==> src/rtl/qar_pkg.sv <==
// Shared definitions for the QAR data-memory arbiter: FSM encoding, error
// read data and the constant width helper.
package qar_pkg;

   typedef enum logic {
      ST_IDLE = 1'b0,
      ST_BUSY = 1'b1
   } qar_state_t;

   localparam logic [31:0] QAR_ERR_RDATA = 32'hDEADBEEF;

   // Smallest r with 2**r >= value; 0 for value <= 1.
   function automatic int qar_clog2(input int value);
      int result;
      result = 0;
      for (int i = 0; i < 32; i++) begin
         if ((64'd1 << i) < 64'(value)) begin
            result = i + 1;
         end
      end
      return result;
   endfunction

endpackage

==> src/rtl/qar_rr_arbiter2.sv <==
// Two-way round-robin grant: on a tie the requester that was not served
// last wins; a lone requester always wins.
module qar_rr_arbiter2 (
   input  logic [1:0] i_valid,
   input  logic       i_last,
   output logic       o_any,
   output logic       o_grant
);

   always_comb begin
      o_any   = |i_valid;
      o_grant = 1'b0;
      if (i_valid == 2'b11) begin
         o_grant = ~i_last;
      end else if (i_valid[1]) begin
         o_grant = 1'b1;
      end
   end

endmodule

==> src/rtl/qar_dmem_arbiter.sv <==
// Shares one data-memory port between the core (m0) and a debug/DMA master
// (m1), with round-robin arbitration and a saturating downstream timeout.
module qar_dmem_arbiter
   import qar_pkg::*;
#(
   parameter int unsigned TIMEOUT_CYCLES = 1024,
   parameter logic [31:0] ERR_RDATA      = QAR_ERR_RDATA
) (
   input  logic        clk,
   input  logic        rst_n,
   input  logic        m0_valid,
   input  logic        m0_we,
   input  logic [31:0] m0_addr,
   input  logic [31:0] m0_wdata,
   output logic        m0_ready,
   output logic [31:0] m0_rdata,
   input  logic        m1_valid,
   input  logic        m1_we,
   input  logic [31:0] m1_addr,
   input  logic [31:0] m1_wdata,
   output logic        m1_ready,
   output logic [31:0] m1_rdata,
   output logic        mem_valid,
   output logic        mem_we,
   output logic [31:0] mem_addr,
   output logic [31:0] mem_wdata,
   input  logic        mem_ready,
   input  logic [31:0] mem_rdata,
   output logic        busy,
   output logic        grant_id,
   output logic        timeout_err,
   input  logic        err_clr
);

   localparam int CNT_W_RAW = qar_clog2(int'(TIMEOUT_CYCLES) + 1);
   localparam int CNT_W     = (CNT_W_RAW > 0) ? CNT_W_RAW : 1;
   localparam logic [CNT_W-1:0] CNT_LIMIT = CNT_W'(TIMEOUT_CYCLES);
   localparam bit TMO_EN = (TIMEOUT_CYCLES != 0);

   qar_state_t       r_state;
   qar_state_t       w_state_next;
   logic             r_grant;
   logic             r_last;
   logic [CNT_W-1:0] r_cnt;
   logic             r_timeout_err;

   logic             w_any;
   logic             w_grant_next;
   logic             w_req_we;
   logic [31:0]      w_req_addr;
   logic [31:0]      w_req_wdata;
   logic             w_limit;
   logic             w_done;
   logic             w_timeout;
   logic [31:0]      w_rdata;

   qar_rr_arbiter2 u_rr (
      .i_valid (({m1_valid, m0_valid})),
      .i_last  (r_last),
      .o_any   (w_any),
      .o_grant (w_grant_next)
   );

   assign w_req_we    = r_grant ? m1_we    : m0_we;
   assign w_req_addr  = r_grant ? m1_addr  : m0_addr;
   assign w_req_wdata = r_grant ? m1_wdata : m0_wdata;
   assign w_limit     = TMO_EN && (r_cnt == CNT_LIMIT);

   assign busy        = (r_state == ST_BUSY);
   assign grant_id    = r_grant;
   assign timeout_err = r_timeout_err;

   // A late mem_ready in the limit cycle still completes normally, so the
   // timeout path only takes over when the memory stays silent.
   always_comb begin
      w_state_next = r_state;
      w_done       = 1'b0;
      w_timeout    = 1'b0;
      w_rdata      = 32'h0;
      mem_valid    = 1'b0;
      mem_we       = 1'b0;
      mem_addr     = 32'h0;
      mem_wdata    = 32'h0;
      m0_ready     = 1'b0;
      m1_ready     = 1'b0;
      m0_rdata     = 32'h0;
      m1_rdata     = 32'h0;
      case (r_state)
         ST_IDLE: begin
            if (w_any) begin
               w_state_next = ST_BUSY;
            end
         end
         ST_BUSY: begin
            mem_addr  = w_req_addr;
            mem_wdata = w_req_wdata;
            if (mem_ready) begin
               mem_valid = 1'b1;
               mem_we    = w_req_we;
               w_done    = 1'b1;
               w_rdata   = mem_rdata;
            end else if (w_limit) begin
               w_done    = 1'b1;
               w_timeout = 1'b1;
               w_rdata   = ERR_RDATA;
            end else begin
               mem_valid = 1'b1;
               mem_we    = w_req_we;
            end
            if (w_done) begin
               w_state_next = ST_IDLE;
               m0_ready     = ~r_grant;
               m1_ready     = r_grant;
               m0_rdata     = r_grant ? 32'h0 : w_rdata;
               m1_rdata     = r_grant ? w_rdata : 32'h0;
            end
         end
         default: begin
            w_state_next = ST_IDLE;
         end
      endcase
   end

   // After reset r_last points at m1 so that m0 wins the first tie.
   always_ff @(posedge clk or negedge rst_n) begin
      if (!rst_n) begin
         r_state <= ST_IDLE;
         r_grant <= 1'b0;
         r_last  <= 1'b1;
         r_cnt   <= '0;
      end else begin
         r_state <= w_state_next;
         if ((r_state == ST_IDLE) && w_any) begin
            r_grant <= w_grant_next;
            r_cnt   <= '0;
         end else if (r_state == ST_BUSY) begin
            if (w_done) begin
               r_last <= r_grant;
            end else if (r_cnt != CNT_LIMIT) begin
               r_cnt <= r_cnt + CNT_W'(1);
            end
         end
      end
   end

   always_ff @(posedge clk or negedge rst_n) begin
      if (!rst_n) begin
         r_timeout_err <= 1'b0;
      end else if (w_timeout) begin
         r_timeout_err <= 1'b1;
      end else if (err_clr) begin
         r_timeout_err <= 1'b0;
      end
   end

endmodule

==> config.mk <==
export PLATFORM = sky130hd
export DESIGN_NAME = qar_dmem_arbiter
export DESIGN_NICKNAME = d
export VERILOG_FILES = /design/src/rtl/qar_pkg.sv /design/src/rtl/qar_rr_arbiter2.sv /design/src/rtl/qar_dmem_arbiter.sv
export SDC_FILE = /design/constraint.sdc
export NUM_CORES = 1
export LEC_CHECK = 0
export ABC_AREA = 1
export BUFFER_PORTS_ARGS = -buffer_cell sky130_fd_sc_hd__buf_2
export CORE_AREA = 2 2 118 120
export DETAILED_ROUTE_END_ITERATION = 10
export DIE_AREA = 0 0 120 122
export SLEW_MARGIN = 15
export SYNTH_ARGS = -nofsm -noshare
export SYNTH_HDL_FRONTEND = slang
export SYNTH_SLANG_ARGS = --single-unit
export TNS_END_PERCENT = 100
==> constraint.sdc <==
create_clock -name clk -period 1.5 [get_ports clk]
set_input_delay 0.3 -clock clk [delete_from_list [all_inputs] [get_ports clk]]
set_output_delay 0.3 -clock clk [all_outputs]
set_load 0.005 [all_outputs]
==> results of run 1 <==
[final cells by class]
| cell class | count | area (sq um) | area share, % |
|---|---|---|---|
| Timing Repair Buffer | 369 | 2460 | 47.1 |
| Multi-Input combinational cell | 251 | 1890 | 36.1 |
| Sequential cell | 15 | 378 | 7.24 |
| Tap cell | 180 | 225 | 4.31 |
| Inverter | 45 | 193 | 3.69 |
| Clock buffer | 4 | 78.8 | 1.51 |
| Antenna cell | 1 | 2.50 | 0.0479 |
[flip-flops by register name (all words and copies together) (netlist names)]
signal and cells:
grant_id 1, r_cnt 11, busy 1, r_last 1, timeout_err 1
[final timing paths]
path	to	slack, ns	cells past startpoint
setup / recovery	m0_rdata[25]	-0.44	9
hold / removal	timeout_err	0.26	2
setup reg to reg	r_cnt[2]	-0.19	12
hold reg to reg	timeout_err	0.52	2
max in group asynchronous	r_last	0.71	2
min in group asynchronous	r_cnt[10]	0.49	2
[stage by stage]
stage	power, mW	instance area (sq um)	setup TNS (ns)
after global placement	3.84	4160	-13.44
after floorplan	2.22	2290	-1.41
final	6.19	5220	-42.77
after detailed placement	3.83	4160	-16.16
after CTS	6.19	5120	-44.03
after global routing	6.51	5220	-51.70
[critical path, cell delays in order (launching register included)]
cell                      delay, ns
sky130_fd_sc_hd__dfrtp_1       0.37
sky130_fd_sc_hd__inv_1         0.06
sky130_fd_sc_hd__ha_2          0.17
sky130_fd_sc_hd__nand3_2       0.08
sky130_fd_sc_hd__inv_2         0.09
sky130_fd_sc_hd__nand2_4       0.10
sky130_fd_sc_hd__nand2_8       0.15
sky130_fd_sc_hd__nand2_8       0.11
sky130_fd_sc_hd__a21oi_2       0.11
sky130_fd_sc_hd__buf_2         0.14
[cells in the mapped netlist, types with 4 or more instances]
cell type | count | area [sq um]
sky130_fd_sc_hd__nor2_1 | 37 | 139
sky130_fd_sc_hd__a22o_1 | 64 | 561
sky130_fd_sc_hd__buf_6 | 4 | 45.0
sky130_fd_sc_hd__clkbuf_1 | 6 | 22.5
sky130_fd_sc_hd__inv_1 | 41 | 154
sky130_fd_sc_hd__buf_2 | 6 | 30.0
sky130_fd_sc_hd__nand3_1 | 23 | 115
sky130_fd_sc_hd__dfrtp_1 | 14 | 350
sky130_fd_sc_hd__a21oi_1 | 49 | 245
sky130_fd_sc_hd__buf_4 | 9 | 67.6
sky130_fd_sc_hd__nand2_1 | 50 | 188
sky130_fd_sc_hd__inv_2 | 4 | 15.0
[timing repair]
action,in CTS,in global routing
resized for setup,74,42
pin swaps,28,16
hold buffers,1,0
hold endpoints to repair,14,0
cloned,21,0
endpoints found under the setup margin,135,146
buffers inserted,17,3
[logic make-up (layout without fill, tap and decap cells)]
| group | after synthesis | after routing | share of synthesized area, % |
|---|---|---|---|
| AND/OR/NAND/NOR | 121 | 128 | 24.9 |
| AO/OA/AOI/OAI | 118 | 118 | 39.1 |
| buffers and inverters | 72 | 418 | 15.9 |
| flip-flops | 15 | 15 | 17.6 |
| XOR/XNOR | 3 | 3 | 1.23 |
| adder cells (fa/ha/maj) | 2 | 2 | 1.17 |
| other | 0 | 1 | 0 |
[power groups by stage]
stage	logic (mW)	clock network [mW]	registers, mW
floorplan	1.68	0	0.540
global placement	3.31	0	0.530
detailed placement	3.30	0	0.532
CTS	5.13	0.537	0.523
global route	5.43	0.550	0.529
finish	5.14	0.527	0.520
[metal layers]
| layer | global-route usage [%] | part of all wire, % | vias up |
|---|---|---|---|
| li1 | - | - | 1872 |
| met2 | 33.2 | 51 | 174 |
| met4 | 6.25 | 2.3 | 0 |
| met5 | 0 | 0 | - |
| met3 | 3.04 | 7.5 | 17 |
| met1 | 23.2 | 39 | 1835 |
==> run_results.csv, run 1 <==
group,metric,value,unit
clocking,tritoncts_clock_tree,"done",
detailed_routing,via_per_inst,4.51,
detailed_routing,wl_per_cell,17.5,microns
clocking,cts.sink_count,15,
place,pre_cts_ws,-0.298,ns
layout,final_cell_count_no_fill,865,
clocking,total_cts_buffers,3,
synthesis,ys_ff_latch,15,
pwr,ir_worst_vdd,0.732,mV
pwr,power.leakage,2.96,nW
layout,layout.core_utilization,38.7,%
global_routing,grt_pass1_wl,21.1,mm
global_routing,vias_in_the_first_global_route,3603,
critical_path,worst_setup_path_startpoint,"r_cnt[0]",
timing,rsz0062_at_grt,"true",
timing,slew_of_the_pin_with_the_lowest_slew_margin,0.423,ns
global_routing,overflow,0,
timing,setup_ws,-0.438,ns
floorplanning,effective_utilization_at_floorplan,15.9,%
detailed_routing,drt_first_pass_iters,4,
place,gp_congestion,0.857,
timing,max_freq,516,MHz
synthesis,proportion_of_synthesized_chip_area_in_sequential_cells,17.6,%
critical_path,critPathLaunchType,"register",
timing,timing.final.setup_violations,145,
layout,final_net_count,855,
synthesis,avgSynthCellArea,6.47,sq um
synthesis,syn-num-nets,501,
timing,post-route-min-period,1.94,ns
synthesis,ys.flop_type,"sky130_fd_sc_hd__dfrtp_1",
synthesis,syn_area,0.00214,sq mm
floorplanning,fp.dieH,122,microns
floorplanning,core-area,0.0135,sq mm
pwr,seq_power_share,8.4,%
layout,final.fill_count,1417,
pwr,power.switching_fraction,43.0,%
detailed_routing,wl,15.2,mm
outcome,failed_checks,"setup timing",
timing,layout_worst_path_cycle_share,129,%
global_routing,global_route.usage.total,18.8,%
pwr,power-per-cell-area,1180,mW/mm^2
synthesis,syn-instance-count,331,
global_routing,grt_max_degree,22,
detailed_routing,dr.first_iter.drc_count,236,
critical_path,worst_r2r_startpoint,"r_cnt[0]",
layout,drive_above_1_share,67.8,%
floorplanning,die_area,0.0146,sq mm
timing,worst_clock_skew,0.00714,ns
detailed_routing,postRouteAntennaNets,0,
layout,layout.cells.most_common,"sky130_fd_sc_hd__buf_2",
clocking,clkSlewWorstSetupHoldPaths,0.05,ns
clocking,worst_skew_late_latency,0.25,ns
critical_path,timing.critical_path.to_type,"primary output",
critical_path,arrival,1.64,ns
layout,area_growth_syn_to_layout,144,%
synthesis,async_reset_ff_share,100,%
synthesis,yosysWarningCount,0,
outcome,run_status,"finished with violations",
timing,hold_violations,0,
detailed_routing,drt_drc_violations_left,0,
clocking,cts-htree-levels,1,
critical_path,worst-endpoint-required,1.20,ns
floorplanning,io_pins,303,
floorplanning,num_rows,43,
place,place.detailed.instances,822,
global_routing,antenna_found_initial,2,
clocking,clockRootBuffer,"sky130_fd_sc_hd__clkbuf_16",
place,post-dp-hpwl,10.7,mm
critical_path,critPathMaxFanout,7,
place,buffer_ports.inserted,302,
timing,maxSlewViolCount,0,
timing,whs,0.256,ns
pwr,internal_power,3.53,mW
floorplanning,floorplan_die_width,120,microns
layout,final_cell_mix,"292 x sky130_fd_sc_hd__buf_2, 64 x sky130_fd_sc_hd__a22o_1, 48 x sky130_fd_sc_hd__a21oi_2, 46 x sky130_fd_sc_hd__nand2_1, 39 x sky130_fd_sc_hd__inv_1",
min_path,hold_start,"err_clr",
run,cap_violations,0,
detailed_routing,via_count,3898,
synthesis,synth_enable_flop_cells,0,
synthesis,synthDistinctLibCells,27,
pwr,p_sw,2.66,mW
min_path,min_path_type,"in2reg",
timing,maxSlewHeadroom,71.8,%
pwr,pwr-share-comb,83.1,%
pwr,pwr-share-clk,8.5,%
critical_path,criticalPathCategory,"reg2out",
clocking,cts-root-to-sink-buffers,2,
Note: power is estimated with default switching activity, not from simulation.
==> inputs of run 2 (changes only) <==
CELL_PAD_IN_SITES_DETAIL_PLACEMENT = 1   (was not set)
CELL_PAD_IN_SITES_GLOBAL_PLACEMENT = 2   (was not set)
CORE_AREA = not set   (was 2 2 118 120)
CORE_MARGIN = 2   (was not set)
CORE_UTILIZATION = 12   (was not set)
DIE_AREA = not set   (was 0 0 120 122)
GPL_TIMING_DRIVEN = 0   (was not set)
PLACE_DENSITY_LB_ADDON = 0.1   (was not set)
clock period = 1.9 ns   (was 1.5 ns; I/O delays follow)
==> run_results.csv, run 2 (same netlist as run 1, synthesis figures left out) <==
group,metric,value,unit
timing,worst_clock_skew,0.00240,ns
global_routing,grt_pass1_wl,21.8,mm
layout,final_cell_mix,"303 x sky130_fd_sc_hd__buf_2, 64 x sky130_fd_sc_hd__a22o_1, 48 x sky130_fd_sc_hd__nand2_1, 45 x sky130_fd_sc_hd__a21oi_2, 36 x sky130_fd_sc_hd__inv_1",
detailed_routing,via_per_inst,4.16,
floorplanning,die_area,0.0189,sq mm
global_routing,global_route.usage.total,15.2,%
timing,slew_of_the_pin_with_the_lowest_slew_margin,0.490,ns
critical_path,critPathMaxFanout,7,
detailed_routing,dr.first_iter.drc_count,100,
timing,setup_ws,-0.164,ns
clocking,worst_skew_late_latency,0.25,ns
clocking,cts-htree-levels,1,
timing,whs,0.0449,ns
critical_path,worst-endpoint-required,1.52,ns
detailed_routing,via_count,3811,
critical_path,cp_common_cell,"sky130_fd_sc_hd__nand2_8",
clocking,clockRootBuffer,"sky130_fd_sc_hd__clkbuf_16",
critical_path,worst_r2r_startpoint,"r_cnt[6]",
clocking,cts.sink_count,15,
critical_path,crit_buf_inv,2,
clocking,tritoncts_clock_tree,"done",
outcome,run_status,"finished with violations",
critical_path,crit_chain,"nor2_2, nand2_2, nor2_4, nand2_4, nand2_8, nand2_8, buf_8, a21oi_2, buf_2",
global_routing,vias_in_the_first_global_route,3683,
timing,rsz0062_at_grt,"true",
clocking,cts_hold_repair.buffers,0,
critical_path,critPathLaunchType,"register",
pwr,ir_worst_vdd,0.393,mV
pwr,power-per-cell-area,890,mW/mm^2
detailed_routing,drt_drc_violations_left,0,
floorplanning,fp.dieH,138,microns
clocking,cts-root-to-sink-buffers,2,
critical_path,worst_setup_path_startpoint,"r_cnt[6]",
floorplanning,num_rows,48,
critical_path,worst_r2r_endpoint,"r_cnt[10]",
layout,largest_register_ffs,11,
critical_path,criticalPathCategory,"reg2out",
critical_path,path_delay_family,"simple AND/OR/NAND/NOR gates",
layout,layout.cells.most_common,"sky130_fd_sc_hd__buf_2",
timing,hold_violations,0,
pwr,power.leakage,2.94,nW
timing,max_freq,485,MHz
place,post-dp-hpwl,13.5,mm
global_routing,overflow,0,
place,gp_congestion,0.757,
floorplanning,io_pins,303,
timing,timing.final.setup_violations,112,
outcome,failed_checks,"setup timing",
clocking,clkSlewWorstSetupHoldPaths,0.05,ns
detailed_routing,drt_first_pass_iters,4,
critical_path,critical_path.slowest_cell,"sky130_fd_sc_hd__dfrtp_1",
timing,maxSlewHeadroom,67.4,%
critical_path,timing.critical_path.depth,9,
critical_path,rr_worst_depth,9,
critical_path,endpoint,"m0_rdata[10]",
min_path,min_path_type,"in2async",
detailed_routing,postRouteAntennaNets,0,
clocking,total_cts_buffers,3,
timing,layout_worst_path_cycle_share,109,%
place,buffer_ports.inserted,302,
layout,drive_above_1_share,67.2,%
layout,final_net_count,856,
timing,maxSlewViolCount,0,
critical_path,timing.critical_path.to_type,"primary output",
global_routing,grt_max_degree,16,
global_routing,antenna_found_initial,6,
floorplanning,floorplan_die_width,138,microns
run,cap_violations,0,
critical_path,arrival,1.68,ns
critical_path,ff2ff_setup_slack,0.27,ns
critical_path,cp_slowest_stage_delay,0.40,ns
detailed_routing,wl_per_cell,18.4,microns
timing,post-route-min-period,2.06,ns
layout,area_growth_syn_to_layout,139,%
detailed_routing,wl,16.8,mm
place,pre_cts_ws,-0.0994,ns
floorplanning,core-area,0.0174,sq mm
floorplanning,effective_utilization_at_floorplan,12.3,%
layout,max_flop_register,"r_cnt",
run 2: cell count changes in the layout (fill, tap and decap cells not counted), sizes merged:
cell         before  now
diode             1    6
clkinvlp          0    1
dlygate4sd3       1    0
clkbuf            4   20
nand2            62   55
clkinv            0    1
inv              45   43
buf             368  361
run 2: what timing repair did:
action,4_1_cts,5_1_grt
cloned,2,11
resized for setup,68,70
pin swaps,4,31
setup endpoints to repair,124,120
setup buffers,20,16
run 2: layout make-up:
cell class / instances / area [sq um]
buffer: 26 / 295
clock buffer: 4 / 78.8
tap: 225 / 282
sequential: 15 / 384
fill: 2173 / 12200
multi-input combinational: 244 / 1690
timing repair buffer: 351 / 2180
antenna: 6 / 15.0
inverter: 45 / 188
run 2: worst min path at each step:
stage               slack, ns        to  cells past startpoint  startpoint
floorplan                0.08      busy                      0       rst_n
global placement         0.33  r_cnt[3]                      1       rst_n
detailed placement       0.33  r_cnt[3]                      1       rst_n
CTS                      0.06  r_cnt[3]                      1       rst_n
global route             0.07  r_cnt[3]                      1       rst_n
finish                   0.04  r_cnt[3]                      1       rst_n
run 2: through the flow:
step	utilization (%)	setup TNS (ns)	std cells	power [mW]	instance area (sq um)
4_1_cts	25.6	-10.49	883	3.76	4440
5_1_grt	29.4	-17.99	914	4.86	5110
3_3_place_gp	22.7	-2.61	858	2.98	3940
3_5_place_dp	22.7	-2.96	858	2.99	3940
2_1_floorplan	-	0	331	1.68	2140
6_report	29.4	-8.57	916	4.55	5110
run 2: layer usage:
layer	routed length, microns	track usage, %	vias up
met5	31	0	-
met4	75	1.60	4
met3	1510	4.30	10
met2	9480	30.8	128
met1	5750	15.8	1808
li1	-	-	1861
run 2: power by group:
group	internal [mW]	switching, mW
registers	0.377	0.0546
logic	2.02	1.68
clock network	0.285	0.134
total	2.68	1.87
run 2: worst register-to-register path, stage by stage (launching register included):
cell and delay, ns:
sky130_fd_sc_hd__dfrtp_1 0.40, sky130_fd_sc_hd__nor2_2 0.12, sky130_fd_sc_hd__nand2_2 0.08, sky130_fd_sc_hd__nor2_4 0.14, sky130_fd_sc_hd__nand2_4 0.08, sky130_fd_sc_hd__buf_4 0.14
sky130_fd_sc_hd__nand3_2 0.11, sky130_fd_sc_hd__nand2_1 0.24, sky130_fd_sc_hd__nand2_1 0.15, sky130_fd_sc_hd__nand2_1 0.06
